### config.mk
export PLATFORM = sky130hd
export DESIGN_NAME = alu_issue_stage
export DESIGN_NICKNAME = d
export VERILOG_FILES = /design/src/rtl/alu_issue_stage.sv
export SDC_FILE = /design/constraint.sdc
export NUM_CORES = 1
export LEC_CHECK = 0
export BUFFER_PORTS_ARGS = -buffer_cell sky130_fd_sc_hd__buf_4
export CAP_MARGIN = 20
export CORE_MARGIN = 2
export CORE_UTILIZATION = 51
export CTS_BUF_LIST = sky130_fd_sc_hd__clkbuf_8
export DETAILED_ROUTE_END_ITERATION = 10
export PLACE_DENSITY = 0.85
export SLEW_MARGIN = 20
export SYNTH_ARGS = -nofsm -noshare
export SYNTH_HDL_FRONTEND = slang
export SYNTH_SLANG_ARGS = --single-unit
### constraint.sdc
create_clock -name clk -period 4.7 [get_ports clk]
set_input_delay 0.705 -clock clk [delete_from_list [all_inputs] [get_ports clk]]
set_output_delay 0.705 -clock clk [all_outputs]
set_load 0.01 [all_outputs]
### src/rtl/alu_issue_stage.sv
// ID->EX issue register: decodes MIPS opcode/funct into an ALU op,
// selects the x/y operands and holds them in a one-entry handshake stage.
module alu_issue_stage #(
   parameter int unsigned XLEN       = 32,
   parameter logic [3:0]  ILLEGAL_OP = 4'b0010
) (
   input  logic            clk,
   input  logic            reset,
   input  logic            in_valid,
   output logic            in_ready,
   input  logic [31:0]     in_instr,
   input  logic [XLEN-1:0] in_rs_val,
   input  logic [XLEN-1:0] in_rt_val,
   input  logic            flush,
   output logic            out_valid,
   input  logic            out_ready,
   output logic [XLEN-1:0] alu_x,
   output logic [XLEN-1:0] alu_y,
   output logic [3:0]      alu_op,
   output logic [4:0]      out_rd,
   output logic            out_wen,
   output logic            out_illegal
);

   localparam logic [3:0] OP_SLL  = 4'b1000;
   localparam logic [3:0] OP_SRL  = 4'b1001;
   localparam logic [3:0] OP_SRA  = 4'b1011;
   localparam logic [3:0] OP_ADD  = 4'b0010;
   localparam logic [3:0] OP_SUB  = 4'b0110;
   localparam logic [3:0] OP_AND  = 4'b0000;
   localparam logic [3:0] OP_OR   = 4'b0001;
   localparam logic [3:0] OP_XOR  = 4'b0011;
   localparam logic [3:0] OP_NOR  = 4'b0100;
   localparam logic [3:0] OP_SLT  = 4'b0111;
   localparam logic [3:0] OP_SLTU = 4'b0101;

   localparam logic [XLEN-1:0] LUI_SHIFT = XLEN'(16);

   logic [5:0]      opc;
   logic [5:0]      fn;
   logic [4:0]      rt_f;
   logic [4:0]      rd_f;
   logic [4:0]      shamt;
   logic [15:0]     imm;
   logic [XLEN-1:0] imm_sx;
   logic [XLEN-1:0] imm_zx;
   logic [XLEN-1:0] shamt_zx;
   logic [XLEN-1:0] rsamt_zx;

   assign opc   = in_instr[31:26];
   assign rt_f  = in_instr[20:16];
   assign rd_f  = in_instr[15:11];
   assign shamt = in_instr[10:6];
   assign fn    = in_instr[5:0];
   assign imm   = in_instr[15:0];

   assign imm_sx   = {{(XLEN-16){imm[15]}}, imm};
   assign imm_zx   = {{(XLEN-16){1'b0}}, imm};
   assign shamt_zx = {{(XLEN-5){1'b0}}, shamt};
   assign rsamt_zx = {{(XLEN-5){1'b0}}, in_rs_val[4:0]};

   // R-type funct decode
   logic       r_ok;
   logic       r_sh;
   logic       r_var;
   logic [3:0] r_op;

   always_comb begin
      r_ok  = 1'b1;
      r_sh  = 1'b0;
      r_var = 1'b0;
      r_op  = ILLEGAL_OP;
      unique case (fn)
         6'h00: begin r_op = OP_SLL; r_sh = 1'b1; end
         6'h02: begin r_op = OP_SRL; r_sh = 1'b1; end
         6'h03: begin r_op = OP_SRA; r_sh = 1'b1; end
         6'h04: begin r_op = OP_SLL; r_sh = 1'b1; r_var = 1'b1; end
         6'h06: begin r_op = OP_SRL; r_sh = 1'b1; r_var = 1'b1; end
         6'h07: begin r_op = OP_SRA; r_sh = 1'b1; r_var = 1'b1; end
         6'h20, 6'h21: r_op = OP_ADD;
         6'h22, 6'h23: r_op = OP_SUB;
         6'h24: r_op = OP_AND;
         6'h25: r_op = OP_OR;
         6'h26: r_op = OP_XOR;
         6'h27: r_op = OP_NOR;
         6'h2A: r_op = OP_SLT;
         6'h2B: r_op = OP_SLTU;
         default: r_ok = 1'b0;
      endcase
   end

   logic [XLEN-1:0] d_x;
   logic [XLEN-1:0] d_y;
   logic [3:0]      d_op;
   logic [4:0]      d_rd;
   logic            d_wen;
   logic            d_ill;

   // Defaults describe the undecodable case; legal encodings override.
   always_comb begin
      d_x   = in_rs_val;
      d_y   = in_rt_val;
      d_op  = ILLEGAL_OP;
      d_rd  = '0;
      d_wen = 1'b0;
      d_ill = 1'b1;
      unique case (opc)
         6'h00: begin
            if (r_ok) begin
               d_op  = r_op;
               d_ill = 1'b0;
               d_rd  = rd_f;
               d_wen = |rd_f;
               if (r_sh) begin
                  d_x = in_rt_val;
                  d_y = r_var ? rsamt_zx : shamt_zx;
               end
            end
         end
         6'h04, 6'h05: begin
            d_op  = OP_SUB;
            d_ill = 1'b0;
         end
         6'h08, 6'h09, 6'h23: begin
            d_op  = OP_ADD;
            d_y   = imm_sx;
            d_ill = 1'b0;
            d_rd  = rt_f;
            d_wen = |rt_f;
         end
         6'h0A: begin
            d_op  = OP_SLT;
            d_y   = imm_sx;
            d_ill = 1'b0;
            d_rd  = rt_f;
            d_wen = |rt_f;
         end
         6'h0B: begin
            d_op  = OP_SLTU;
            d_y   = imm_sx;
            d_ill = 1'b0;
            d_rd  = rt_f;
            d_wen = |rt_f;
         end
         6'h0C, 6'h0D, 6'h0E: begin
            d_op  = (opc[1:0] == 2'b00) ? OP_AND :
                    (opc[1:0] == 2'b01) ? OP_OR : OP_XOR;
            d_y   = imm_zx;
            d_ill = 1'b0;
            d_rd  = rt_f;
            d_wen = |rt_f;
         end
         6'h0F: begin
            d_op  = OP_SLL;
            d_x   = imm_zx;
            d_y   = LUI_SHIFT;
            d_ill = 1'b0;
            d_rd  = rt_f;
            d_wen = |rt_f;
         end
         6'h2B: begin
            d_op  = OP_ADD;
            d_y   = imm_sx;
            d_ill = 1'b0;
         end
         default: ;
      endcase
   end

   logic cap;

   assign in_ready = !out_valid || out_ready;
   assign cap      = in_valid && in_ready;

   always_ff @(posedge clk) begin
      if (reset) begin
         out_valid   <= 1'b0;
         alu_x       <= '0;
         alu_y       <= '0;
         alu_op      <= 4'b0010;
         out_rd      <= '0;
         out_wen     <= 1'b0;
         out_illegal <= 1'b0;
      end else if (flush) begin
         out_valid <= 1'b0;
      end else if (cap) begin
         out_valid   <= 1'b1;
         alu_x       <= d_x;
         alu_y       <= d_y;
         alu_op      <= d_op;
         out_rd      <= d_rd;
         out_wen     <= d_wen;
         out_illegal <= d_ill;
      end else if (out_ready) begin
         out_valid <= 1'b0;
      end
   end

endmodule

==> results.cfg <==
[yosys]
synth_top_cell_by_area = dfxtp_1
synth-edff-count = 0
synth-compound-area-share_pct = 31.18
synth_xor_area_share_pct = 0.2444
synthAdderAreaFrac_pct = 0
synth_area_leaders = dfxtp_1 42%, o21ai_0 10%, a21oi_1 6.0%
syn_inst = 464
synth_top_area_share_pct = 42.46
ys_seq_area_share_pct = 42.46
netlist_top_cells_count = 76 x dfxtp_1, 74 x o21ai_0, 43 x a21oi_1
yosysMostFrequentCell = dfxtp_1
synthSimpleGateAreaFrac_pct = 18.75
syn_area_per_cell_um2 = 7.723
synth_top_family_by_area = compound AO/OA/AOI/OAI gates
yosys_warnings = 0
syn_area_um2 = 3583
synth_nets = 565
synth_flop_cell = dfxtp_1
ys_ff_latch = 76
ys_async_sr_fraction_pct = 0
synth_cell_type_count = 41
synthMuxAreaShare_pct = 1.536

[critical_path]
crit_type = input pin to flop
cp_common_cell = buf_4
crit_chain = buf_4 -> or4_4 -> nor4b_4 -> buf_4 -> nor2_2 -> buf_4 -> a222oi_1 -> a21oi_1
r2r_start = out_valid$_SDFFE_PP0P_
worstPathArrival_ns = 2.98
r2r_slack_ns = 2.74
cpPeakStageDelay_ns = 0.57
cp_slowest_cell = or4_4
crit_path_end_kind = flop
regToRegEndpoint = alu_y[17]$_SDFFE_PP0P_
r2r_cells = 6
worstPathRequired_ns = 4.91
setup.worst_path.start = in_instr[27]
path_max_fanout = 37
startpoint_type = input pin

[route]
wirelength_mm = 12.35
drt-initial-drc-count = 398
ant_nets = 0
drt_first_pass_iters = 6
drc = 0
via_per_inst = 5.993
post_drt_wl_per_cell_um = 17.32
vias = 4273

[finish]
diodes = 0
final_area_um2 = 5090
area_growth_pct = 42.04
multiInputGateArea_um2 = 1871
regArea_um2 = 1521
nNetsFinal = 713
instances_no_fill = 713
drive_gt1_share_pct = 33.87
n_fill_cell = 546

[timing]
finClkSkew_ns = 0.007461
worst_pin_slew_ns = 1.105
setup_tns_ns = 0
slew_headroom_pct = 26.19
fmax_mhz = 361.6
whs_ns = 0.4903
rsz0062_at_grt = false
final-max-slew-violation-count = 0
final.min_clock_period_ns = 2.765
finalSetupViolations = 0
timing_hold_violations_final = 0
layout_worst_path_cycle_share_pct = 58.83

[placed_design]
place_area_um2 = 4903
dp.final_hpwl_mm = 8.517
post-place-cells = 697
place_congestion = 0.9453
io_buffers = 172

[min_path]
hold_path.class = flop to flop
min_to = out_wen$_SDFFE_PP0P_
hp-start = out_wen$_SDFFE_PP0P_
holdPathStages = 2

[global_route]
overflow = 0
grt_pass1_vias = 3943
grt_antenna_before_repair = 0
grt_usage_pct = 31.33
grt_max_degree = 69
grt_pass1_wl_mm = 18.94

[power_and_ir_drop]
powerDensity_nw_per_um2 = 288.9
p_switching_mw = 0.4410
vdd_drop_max_v = 0.0002263
swShare_pct = 29.99
p_comb_share_pct = 20.1
p_leak_nw = 2.290
p_int_mw = 1.029
pwr-share-seq_pct = 47.9
clockPowerShare_pct = 31.9
fin_total_pwr_mw = 1.470

[floorplanning]
die_y_um = 87.83
dieArea_um2 = 7713
num_rows = 30
core-area_um2 = 6794
start_util_pct = 52.74
io_pins = 178
die_x_um = 87.83

[cts]
postCtsSetupBuffers = 0
clock_latency_ns = 0.35
clockBufferDepth = 2
cts_root_buffer = clkbuf_8
numClockSinks = 76
cts_tree = done
post_cts_resized = 0
cts_buffers = 9
clk_pin_slew_ns = 0.08
ctsHoldBuffers = 0
htreeDepth = 3

[run_status]
status = completed

[job]
drv_cap = 0
==> logic make-up after synthesis <==
kind of cell    after synthesis
buf+inv                      55
compound gates              186
mux                           5
xor+xnor                      1
flops                        76
simple gates                141
==> worst max-delay path by stage <==
stage                                       end  slack [ns]
after floorplan           alu_y[2]$_SDFFE_PP0P_        2.09
after global placement    alu_y[3]$_SDFFE_PP0P_        1.63
after detailed placement  alu_y[2]$_SDFFE_PP0P_        1.62
after CTS                 alu_y[2]$_SDFFE_PP0P_        1.97
after global routing      alu_y[2]$_SDFFE_PP0P_        1.80
final                     alu_y[2]$_SDFFE_PP0P_        1.93
==> power groups by stage <==
stage          registers [mW]  logic [mW]  clock network [mW]
2_1_floorplan           0.735       0.110                   0
3_3_place_gp            0.718       0.287                   0
3_5_place_dp            0.719       0.293                   0
4_1_cts                 0.704       0.294               0.473
5_1_grt                 0.709       0.321               0.504
6_report                0.705       0.296               0.470
==> layout by cell type, fill, tap and decap left out, types with 3 or more instances in the layout <==
cell type / Yosys / layout
buf_4: 0 / 180
dfxtp_1: 76 / 76
o21ai_0: 74 / 74
a21oi_1: 43 / 43
nand2_1: 38 / 38
nor2_1: 39 / 38
nand3_1: 37 / 37
a31oi_1: 33 / 33
inv_1: 12 / 12
a221oi_1: 11 / 11
a222oi_1: 9 / 9
clkbuf_8: 0 / 9
nor3_1: 6 / 6
mux2_2: 4 / 4
nor2b_1: 3 / 3
nand4b_1: 3 / 3
inv_6: 0 / 3
==> state kept, by name (all words and copies together), names as in the netlist <==
| signal | flops |
|---|---|
| alu_x | 32 |
| alu_y | 32 |
| out_rd | 5 |
| alu_op | 4 |
| out_illegal | 1 |
| out_valid | 1 |
| out_wen | 1 |
==> worst max-delay path: cells and delay by family <==
family / cells / cell delay, ns
AOI/OAI and AO/OA: 2 / 0.51
buffers and inverters: 3 / 0.84
and+or+nand+nor: 3 / 0.91
==> metrics by stage <==
| step | util [%] | setup slack, ns |
|---|---|---|
| floorplan | - | 2.090 |
| global placement | 72.17 | 1.634 |
| detailed placement | 72.17 | 1.623 |
| CTS | 74.84 | 1.968 |
| global route | 74.92 | 1.802 |
| finish | 74.92 | 1.935 |
==> metal layers <==
| layer | vias up | GRT usage [%] | wire length (um) |
|---|---|---|---|
| met2 | 228 | 51.72 | 6040 |
| met3 | 34 | 5.467 | 1094 |
| met4 | 0 | 15.24 | 403 |
| met1 | 2000 | 39.65 | 4808 |
| li1 | 2011 | - | - |
| met5 | - | 0 | 0 |
==> area by class of cell <==
cell class | instances | area share [%]
clock buffer | 9 | 2.434
clock inverter | 7 | 1.131
inverter | 12 | 0.8850
multi-input combinational | 333 | 36.75
sequential | 76 | 29.89
tap | 96 | 2.360
timing repair buffer | 180 | 26.55
No activity file was read; power rests on OpenSTA's default activity.
